File: src/rtl/alu_exec_if.sv
// Request/response channel of the ALU execute unit.
// The requester drives operands and out_ready; the unit drives in_ready and the result.
interface alu_exec_if #(
    parameter int unsigned XLEN = 32
);
    logic            in_valid;
    logic            in_ready;
    logic [1:0]      alu_op;
    logic [6:0]      func7;
    logic [2:0]      func3;
    logic [XLEN-1:0] op_a;
    logic [XLEN-1:0] op_b;
    logic            out_valid;
    logic            out_ready;
    logic [XLEN-1:0] result;
    logic            zero;
    logic            illegal;

    modport master (
        output in_valid, alu_op, func7, func3, op_a, op_b, out_ready,
        input  in_ready, out_valid, result, zero, illegal
    );

    modport slave (
        input  in_valid, alu_op, func7, func3, op_a, op_b, out_ready,
        output in_ready, out_valid, result, zero, illegal
    );
endinterface

File: src/rtl/alu_exec_unit.sv
// RV32-style integer execute unit: single-cycle ALU ops plus optional iterative
// multiply/divide (one bit per cycle) behind a valid/ready handshake.
module alu_exec_unit #(
    parameter int unsigned XLEN  = 32,
    parameter int unsigned M_EXT = 1
) (
    input  logic      clk,
    input  logic      rst,
    alu_exec_if.slave bus
);
    localparam int unsigned SHW = $clog2(XLEN);
    localparam int unsigned CW  = $clog2(XLEN);
    localparam logic [6:0] F7_BASE = 7'b0000000;
    localparam logic [6:0] F7_ALT  = 7'b0100000;
    localparam logic [6:0] F7_MD   = 7'b0000001;

    typedef enum logic [1:0] {IDLE, MUL, DIV} state_e;
    typedef enum logic [1:0] {K_ALU, K_MUL, K_DIV, K_ILL} kind_e;

    state_e            state_q, state_d;
    logic [CW-1:0]     cnt_q, cnt_d;
    logic [2:0]        op3_q, op3_d;
    logic              neg_q, neg_d, rneg_q, rneg_d, bz_q, bz_d;
    logic [XLEN-1:0]   a_q, a_d, hi_q, hi_d, lo_q, lo_d, mcand_q, mcand_d;
    logic              out_valid_q, out_valid_d, zero_q, zero_d, illegal_q, illegal_d;
    logic [XLEN-1:0]   result_q, result_d;

    kind_e             kind_c;
    logic [XLEN-1:0]   alu_res_c, base_c, sub_c, sll_c, srl_c, sra_c, slt_c, sltu_c;
    logic [SHW-1:0]    shamt_c;
    logic              accept_c, sa_c, sb_c, a_neg_c, b_neg_c, done_c, ge_c;
    logic [XLEN-1:0]   abs_a_c, abs_b_c, addend_c, quo_c, rem_c, fin_c;
    logic [XLEN:0]     sum_c, rs_c;
    logic [2*XLEN-1:0] prod_c;

    assign bus.in_ready  = !rst && (state_q == IDLE) && (!out_valid_q || bus.out_ready);
    assign bus.out_valid = out_valid_q;
    assign bus.result    = result_q;
    assign bus.zero      = zero_q;
    assign bus.illegal   = illegal_q;
    assign accept_c      = bus.in_valid && bus.in_ready;

    // Single-cycle datapath and instruction decode
    always_comb begin
        shamt_c = bus.op_b[SHW-1:0];
        sub_c   = bus.op_a - bus.op_b;
        sll_c   = bus.op_a << shamt_c;
        srl_c   = bus.op_a >> shamt_c;
        sra_c   = $signed(bus.op_a) >>> shamt_c;
        slt_c   = {{(XLEN-1){1'b0}}, $signed(bus.op_a) < $signed(bus.op_b)};
        sltu_c  = {{(XLEN-1){1'b0}}, bus.op_a < bus.op_b};
        case (bus.func3)
            3'b000:  base_c = bus.op_a + bus.op_b;
            3'b001:  base_c = sll_c;
            3'b010:  base_c = slt_c;
            3'b011:  base_c = sltu_c;
            3'b100:  base_c = bus.op_a ^ bus.op_b;
            3'b101:  base_c = srl_c;
            3'b110:  base_c = bus.op_a | bus.op_b;
            default: base_c = bus.op_a & bus.op_b;
        endcase

        kind_c    = K_ILL;
        alu_res_c = '0;
        case (bus.alu_op)
            2'b00: begin kind_c = K_ALU; alu_res_c = bus.op_a + bus.op_b; end
            2'b01: begin kind_c = K_ALU; alu_res_c = sub_c; end
            2'b10: begin
                if (bus.func7 == F7_BASE) begin
                    kind_c = K_ALU; alu_res_c = base_c;
                end else if (bus.func7 == F7_ALT && bus.func3 == 3'b000) begin
                    kind_c = K_ALU; alu_res_c = sub_c;
                end else if (bus.func7 == F7_ALT && bus.func3 == 3'b101) begin
                    kind_c = K_ALU; alu_res_c = sra_c;
                end else if (bus.func7 == F7_MD && M_EXT != 0) begin
                    kind_c = bus.func3[2] ? K_DIV : K_MUL;
                end
            end
            default: begin
                if (bus.func3 == 3'b001) begin
                    if (bus.func7 == F7_BASE) begin kind_c = K_ALU; alu_res_c = sll_c; end
                end else if (bus.func3 == 3'b101) begin
                    if (bus.func7 == F7_BASE)     begin kind_c = K_ALU; alu_res_c = srl_c; end
                    else if (bus.func7 == F7_ALT) begin kind_c = K_ALU; alu_res_c = sra_c; end
                end else begin
                    kind_c = K_ALU; alu_res_c = base_c;
                end
            end
        endcase

        // Operand signedness for MUL/DIV: iterate on magnitudes, fix sign at the end
        sa_c    = (kind_c == K_MUL) ? (bus.func3 == 3'b001 || bus.func3 == 3'b010) : !bus.func3[0];
        sb_c    = (kind_c == K_MUL) ? (bus.func3 == 3'b001) : !bus.func3[0];
        a_neg_c = sa_c && bus.op_a[XLEN-1];
        b_neg_c = sb_c && bus.op_b[XLEN-1];
        abs_a_c = a_neg_c ? -bus.op_a : bus.op_a;
        abs_b_c = b_neg_c ? -bus.op_b : bus.op_b;
    end

    // Next-state and output logic
    always_comb begin
        state_d     = state_q;
        cnt_d       = cnt_q;
        op3_d       = op3_q;
        neg_d       = neg_q;
        rneg_d      = rneg_q;
        bz_d        = bz_q;
        a_d         = a_q;
        hi_d        = hi_q;
        lo_d        = lo_q;
        mcand_d     = mcand_q;
        out_valid_d = out_valid_q;
        result_d    = result_q;
        zero_d      = zero_q;
        illegal_d   = illegal_q;
        done_c      = 1'b0;
        addend_c    = '0;
        sum_c       = '0;
        rs_c        = '0;
        ge_c        = 1'b0;
        prod_c      = '0;
        quo_c       = '0;
        rem_c       = '0;
        fin_c       = '0;

        case (state_q)
            IDLE: begin
                if (out_valid_q && bus.out_ready) out_valid_d = 1'b0;
                if (accept_c) begin
                    op3_d  = bus.func3;
                    a_d    = bus.op_a;
                    bz_d   = (bus.op_b == '0);
                    neg_d  = a_neg_c ^ b_neg_c;
                    rneg_d = a_neg_c;
                    cnt_d  = '0;
                    case (kind_c)
                        K_MUL: begin state_d = MUL; hi_d = '0; lo_d = abs_b_c; mcand_d = abs_a_c; end
                        K_DIV: begin state_d = DIV; hi_d = '0; lo_d = abs_a_c; mcand_d = abs_b_c; end
                        default: begin
                            out_valid_d = 1'b1;
                            result_d    = alu_res_c;
                            zero_d      = (alu_res_c == '0);
                            illegal_d   = (kind_c == K_ILL);
                        end
                    endcase
                end
            end
            MUL: begin
                addend_c = lo_q[0] ? mcand_q : '0;
                sum_c    = {1'b0, hi_q} + {1'b0, addend_c};
                {hi_d, lo_d} = {sum_c, lo_q[XLEN-1:1]};
                done_c   = (cnt_q == CW'(XLEN-1));
                prod_c   = neg_q ? -{hi_d, lo_d} : {hi_d, lo_d};
                fin_c    = (op3_q == 3'b000) ? prod_c[XLEN-1:0] : prod_c[2*XLEN-1:XLEN];
            end
            DIV: begin
                rs_c  = {hi_q, lo_q[XLEN-1]};
                ge_c  = (rs_c >= {1'b0, mcand_q});
                hi_d  = ge_c ? XLEN'(rs_c - {1'b0, mcand_q}) : rs_c[XLEN-1:0];
                lo_d  = {lo_q[XLEN-2:0], ge_c};
                done_c = (cnt_q == CW'(XLEN-1));
                quo_c = bz_q ? '1  : (neg_q  ? -lo_d : lo_d);
                rem_c = bz_q ? a_q : (rneg_q ? -hi_d : hi_d);
                fin_c = op3_q[1] ? rem_c : quo_c;
            end
            default: state_d = IDLE;
        endcase

        if (state_q != IDLE) begin
            if (done_c) begin
                state_d     = IDLE;
                cnt_d       = '0;
                out_valid_d = 1'b1;
                result_d    = fin_c;
                zero_d      = (fin_c == '0);
                illegal_d   = 1'b0;
            end else begin
                cnt_d = cnt_q + CW'(1);
            end
        end
    end

    always_ff @(posedge clk or posedge rst) begin
        if (rst) begin
            state_q     <= IDLE;
            cnt_q       <= '0;
            op3_q       <= '0;
            neg_q       <= 1'b0;
            rneg_q      <= 1'b0;
            bz_q        <= 1'b0;
            a_q         <= '0;
            hi_q        <= '0;
            lo_q        <= '0;
            mcand_q     <= '0;
            out_valid_q <= 1'b0;
            result_q    <= '0;
            zero_q      <= 1'b0;
            illegal_q   <= 1'b0;
        end else begin
            state_q     <= state_d;
            cnt_q       <= cnt_d;
            op3_q       <= op3_d;
            neg_q       <= neg_d;
            rneg_q      <= rneg_d;
            bz_q        <= bz_d;
            a_q         <= a_d;
            hi_q        <= hi_d;
            lo_q        <= lo_d;
            mcand_q     <= mcand_d;
            out_valid_q <= out_valid_d;
            result_q    <= result_d;
            zero_q      <= zero_d;
            illegal_q   <= illegal_d;
        end
    end
endmodule

File: src/flat_wrapper.sv
// flat-port wrapper written by rule: the top's interface ports become plain ports
module alu_exec_unit_flat 
#(
    parameter int unsigned XLEN  = 32,
    parameter int unsigned M_EXT = 1
)
  (clk, rst, bus_in_valid, bus_alu_op, bus_func7, bus_func3, bus_op_a, bus_op_b, bus_out_ready, bus_in_ready, bus_out_valid, bus_result, bus_zero, bus_illegal);
  alu_exec_if #(.XLEN(XLEN)) bus_i ();
  input  logic clk;
  input  logic rst;
  input wire logic [$bits(bus_i.in_valid)-1:0] bus_in_valid;
  input wire logic [$bits(bus_i.alu_op)-1:0] bus_alu_op;
  input wire logic [$bits(bus_i.func7)-1:0] bus_func7;
  input wire logic [$bits(bus_i.func3)-1:0] bus_func3;
  input wire logic [$bits(bus_i.op_a)-1:0] bus_op_a;
  input wire logic [$bits(bus_i.op_b)-1:0] bus_op_b;
  input wire logic [$bits(bus_i.out_ready)-1:0] bus_out_ready;
  output wire logic [$bits(bus_i.in_ready)-1:0] bus_in_ready;
  output wire logic [$bits(bus_i.out_valid)-1:0] bus_out_valid;
  output wire logic [$bits(bus_i.result)-1:0] bus_result;
  output wire logic [$bits(bus_i.zero)-1:0] bus_zero;
  output wire logic [$bits(bus_i.illegal)-1:0] bus_illegal;
  assign bus_i.in_valid = bus_in_valid;
  assign bus_i.alu_op = bus_alu_op;
  assign bus_i.func7 = bus_func7;
  assign bus_i.func3 = bus_func3;
  assign bus_i.op_a = bus_op_a;
  assign bus_i.op_b = bus_op_b;
  assign bus_i.out_ready = bus_out_ready;
  assign bus_in_ready = bus_i.in_ready;
  assign bus_out_valid = bus_i.out_valid;
  assign bus_result = bus_i.result;
  assign bus_zero = bus_i.zero;
  assign bus_illegal = bus_i.illegal;
  alu_exec_unit #(.XLEN(XLEN), .M_EXT(M_EXT)) u_core (.clk(clk), .rst(rst), .bus(bus_i));
endmodule
File: config.mk
export PLATFORM = sky130hd
export DESIGN_NAME = alu_exec_unit_flat
export DESIGN_NICKNAME = d
export VERILOG_FILES = /design/src/rtl/alu_exec_if.sv /design/src/rtl/alu_exec_unit.sv /design/src/flat_wrapper.sv
export SDC_FILE = /design/constraint.sdc
export NUM_CORES = 2
export LEC_CHECK = 0
export ABC_AREA = 1
export CORE_ASPECT_RATIO = 0.8
export CORE_MARGIN = 2
export CORE_UTILIZATION = 30
export CTS_BUF_LIST = sky130_fd_sc_hd__clkbuf_2
export DETAILED_ROUTE_END_ITERATION = 10
export PLACE_DENSITY = 0.56
export SLEW_MARGIN = 0
export SYNTH_ARGS = -nofsm -noshare
export SYNTH_HDL_FRONTEND = slang
export SYNTH_SLANG_ARGS = --single-unit
File: constraint.sdc
create_clock -name clk -period 7.44 [get_ports clk]
set_input_delay 1.488 -clock clk [delete_from_list [all_inputs] [get_ports clk]]
set_output_delay 1.488 -clock clk [all_outputs]
set_load 0.005 [all_outputs]
==> impl_metrics.json <==
{
  "cellPowerDensity_mw_per_mm2": 344,
  "cts_tree": "yes",
  "cp_max_fo": 7,
  "synth_commonest_cells": "nand2_1, inv_1, nor2_1",
  "clock_latency_ns": 1.08,
  "synth_largest_area_cell": "nand2_1",
  "synth_top_family_by_area": "simple AND/OR/NAND/NOR gates",
  "wl_mm": 191,
  "cts.repair.resized": 0,
  "io_pins": 116,
  "fin_crit_ns": 5.66,
  "ctsHoldBuffers": 0,
  "n_fill_cell": 11800,
  "drc": 0,
  "synth-compound-area-share_pct": 22.1,
  "syn_avg_cell_area_um2": 5.49,
  "slew_headroom_pct": 24.7,
  "antenna_found_initial": 7,
  "coreArea_mm2": 0.102,
  "synth_ff_type": "dfrtp_1",
  "grt_pass1_wl_mm": 269,
  "cp-end-kind": "flop",
  "tns_ns": 0,
  "syn_inst": 5640,
  "clk_path_buf_depth": 2,
  "clock-sinks": 176,
  "grt_max_degree": 99,
  "ir_drop_mv": 0.205,
  "synthMuxAreaShare_pct": 0.259,
  "fin_util_pct": 33.1,
  "yosys.area_share.adder_pct": 7.29,
  "pre_cts_slack_ns": 0.928,
  "synth.area.top_cells": "nand2_1, dfrtp_1, inv_1",
  "arrival_ns": 6.72,
  "initial_core_util_pct": 30.2,
  "ys_seq_area_share_pct": 14.2,
  "hpwl_mm": 159,
  "clkSlewWorstSetupHoldPaths_ns": 0.37,
  "drv_slew": 0,
  "cts_inserted_buffers": 17,
  "synth-simple-area-share_pct": 40.4,
  "required_ns": 8.50,
  "fmax_mhz": 177,
  "die_w_um": 363,
  "ff_latch_area_mm2": 0.00441,
  "fin_crit_sh_pct": 76.1,
  "crit_path_start_kind": "input port",
  "syn_area_mm2": 0.0310,
  "cts_setup_buffers": 0,
  "multi_input_area_mm2": 0.0229,
  "dr.pass1.iters": 8,
  "postRouteAntennaNets": 0,
  "vias": 40700,
  "yosys_warnings": 0,
  "synthDistinctLibCells": 68,
  "fin_skew_ns": 0.0605,
  "grt_pass1_vias": 36400,
  "p_leak_nw": 17.0,
  "port-buffer-count": 115,
  "synth-xor-area-share_pct": 3.76,
  "holdCritPathClass": "flop to flop",
  "max-cap-violations": 0,
  "synthArstFlopShare_pct": 100,
  "root_buffer": "clkbuf_2",
  "rows": 105,
  "rsz0062_at_grt": "false",
  "yosysMostFrequentCell": "nand2_1",
  "die-area_mm2": 0.106,
  "status": "finished clean",
  "wl_per_cell_um": 27.4,
  "layout-drive-gt1-share_pct": 4.98,
  "synth_seq_cells": 176,
  "die_height_um": 291,
  "synth_edf_count": 0,
  "timing.final.hold_violations": 0,
  "syn_to_final_growth_pct": 9.54,
  "drt_iter0_markers": 6931,
  "crit_type": "input port to flop",
  "power.total_mw": 11.7,
  "yosysTopAreaCellShare_pct": 21.1,
  "finalSetupViolCount": 0,
  "gp_congestion": 1.09,
  "tightest_slew_ns": 1.12,
  "fin_ws_ns": 1.78,
  "grt_usage_pct": 35.0,
  "viasPerCell": 5.83,
  "syn_nets": 5898,
  "htreeDepth": 4,
  "grt_overflow": 0,
  "nNetsFinal": 5887
}
## cells in the final DEF (no fill, tap or decap), types with 21 or more instances in the layout
| master | count |
|---|---|
| o211ai_1 | 80 |
| nand3_1 | 420 |
| nand4_1 | 83 |
| o21ai_0 | 426 |
| inv_1 | 676 |
| nand2_2 | 29 |
| o22ai_1 | 76 |
| nor2_2 | 21 |
| nand2_1 | 1744 |
| nor2_1 | 531 |
| nor3_1 | 87 |
| or2_2 | 24 |
| xor2_1 | 117 |
| a21oi_1 | 357 |
| ha_1 | 173 |
| buf_4 | 116 |
| o221ai_1 | 38 |
| clkdlybuf4s50_1 | 112 |
| a31oi_1 | 24 |
| a22oi_1 | 53 |
| dfrtp_1 | 174 |
## flip-flops by register name, indices dropped and copies added (netlist names)
signal and cells:
u_core.a_q 32, u_core.bus.result 32, u_core.hi_q 32, u_core.lo_q 32
u_core.mcand_q 32, u_core.cnt_q 5, u_core.op3_q 3, u_core.state_q 2
u_core.bus.illegal 1, u_core.bus.out_valid 1, u_core.bus.zero 1, u_core.bz_q 1
u_core.neg_q 1, u_core.rneg_q 1
## final timing paths
path,start,to,slack [ns],depth (start not counted)
max reg2reg,u_core.lo_q[0],u_core.bus.zero,1.99,26
max in group asynchronous,rst,u_core.hi_q[2],5.31,3
max,bus_op_a[2],u_core.bus.zero,1.78,23
min,u_core.cnt_q[0],u_core.cnt_q[0],0.53,1
min in group asynchronous,rst,u_core.lo_q[21],0.88,2
min reg2reg,u_core.cnt_q[0],u_core.cnt_q[0],0.53,1
## routing by layer
metal  global-route usage (%)  routed length, um  up-vias  share of wire, %
met5                     1.28                217        -              0.11
met4                     8.68               5310        6               2.8
met3                     14.5              29000      243                15
met2                     44.9              70000     2664                37
met1                     52.2              86700    19300                45
li1                         -                  -    18500                 -
## stage by stage
stage | hold slack, ns | instances | instance area, um^2
2_1_floorplan | 0.446 | 5640 | 31000
3_3_place_gp | 0.469 | 6947 | 33700
3_5_place_dp | 0.476 | 6947 | 33700
4_1_cts | 0.524 | 6979 | 33900
5_1_grt | 0.561 | 6980 | 33900
6_report | 0.530 | 6981 | 33900
## area by class of cell
type,count,share of cell area [%]
Multi-Input combinational cell,4497,67.5
Inverter,704,7.81
Tap cell,1337,4.93
Timing Repair Buffer,233,6.03
Sequential cell,176,13.0
Clock buffer,18,0.265
Clock inverter,14,0.435
Antenna cell,2,0.0147
## critical path, stage by stage
cell	delay, ns
clkdlybuf4s50_1	0.66
inv_1	0.23
ha_1	0.46
a21oi_1	0.26
nand2_1	0.27
a21boi_0	0.67
o21ai_0	0.46
or2_2	0.41
nand3_1	0.10
nand3b_1	0.08
nand2_1	0.08
nand2_1	0.05
nand3_1	0.10
nand2_1	0.06
nand2_1	0.35
nand3_1	0.12
nor2_1	0.15
nand4_1	0.10
nor2_1	0.22
nand4_1	0.11
nor2_1	0.13
nor2_1	0.06
a21oi_2	0.10
## cell families after synthesis
family                   Yosys count
XOR/XNOR                         132
AND/OR/NAND/NOR                 2999
AO/OA/AOI/OAI                   1180
flip-flops                       176
adder cells (fa/ha/maj)          178
buffers and inverters            967
multiplexers                       8
## power by group
part	total, mW	internal (mW)	leakage [nW]	switching [mW]
clock	0.596	0.114	0.146	0.482
combinational	9.17	2.52	14.7	6.65
sequential	1.90	1.35	2.17	0.543
(Power assumes the default switching activity.)
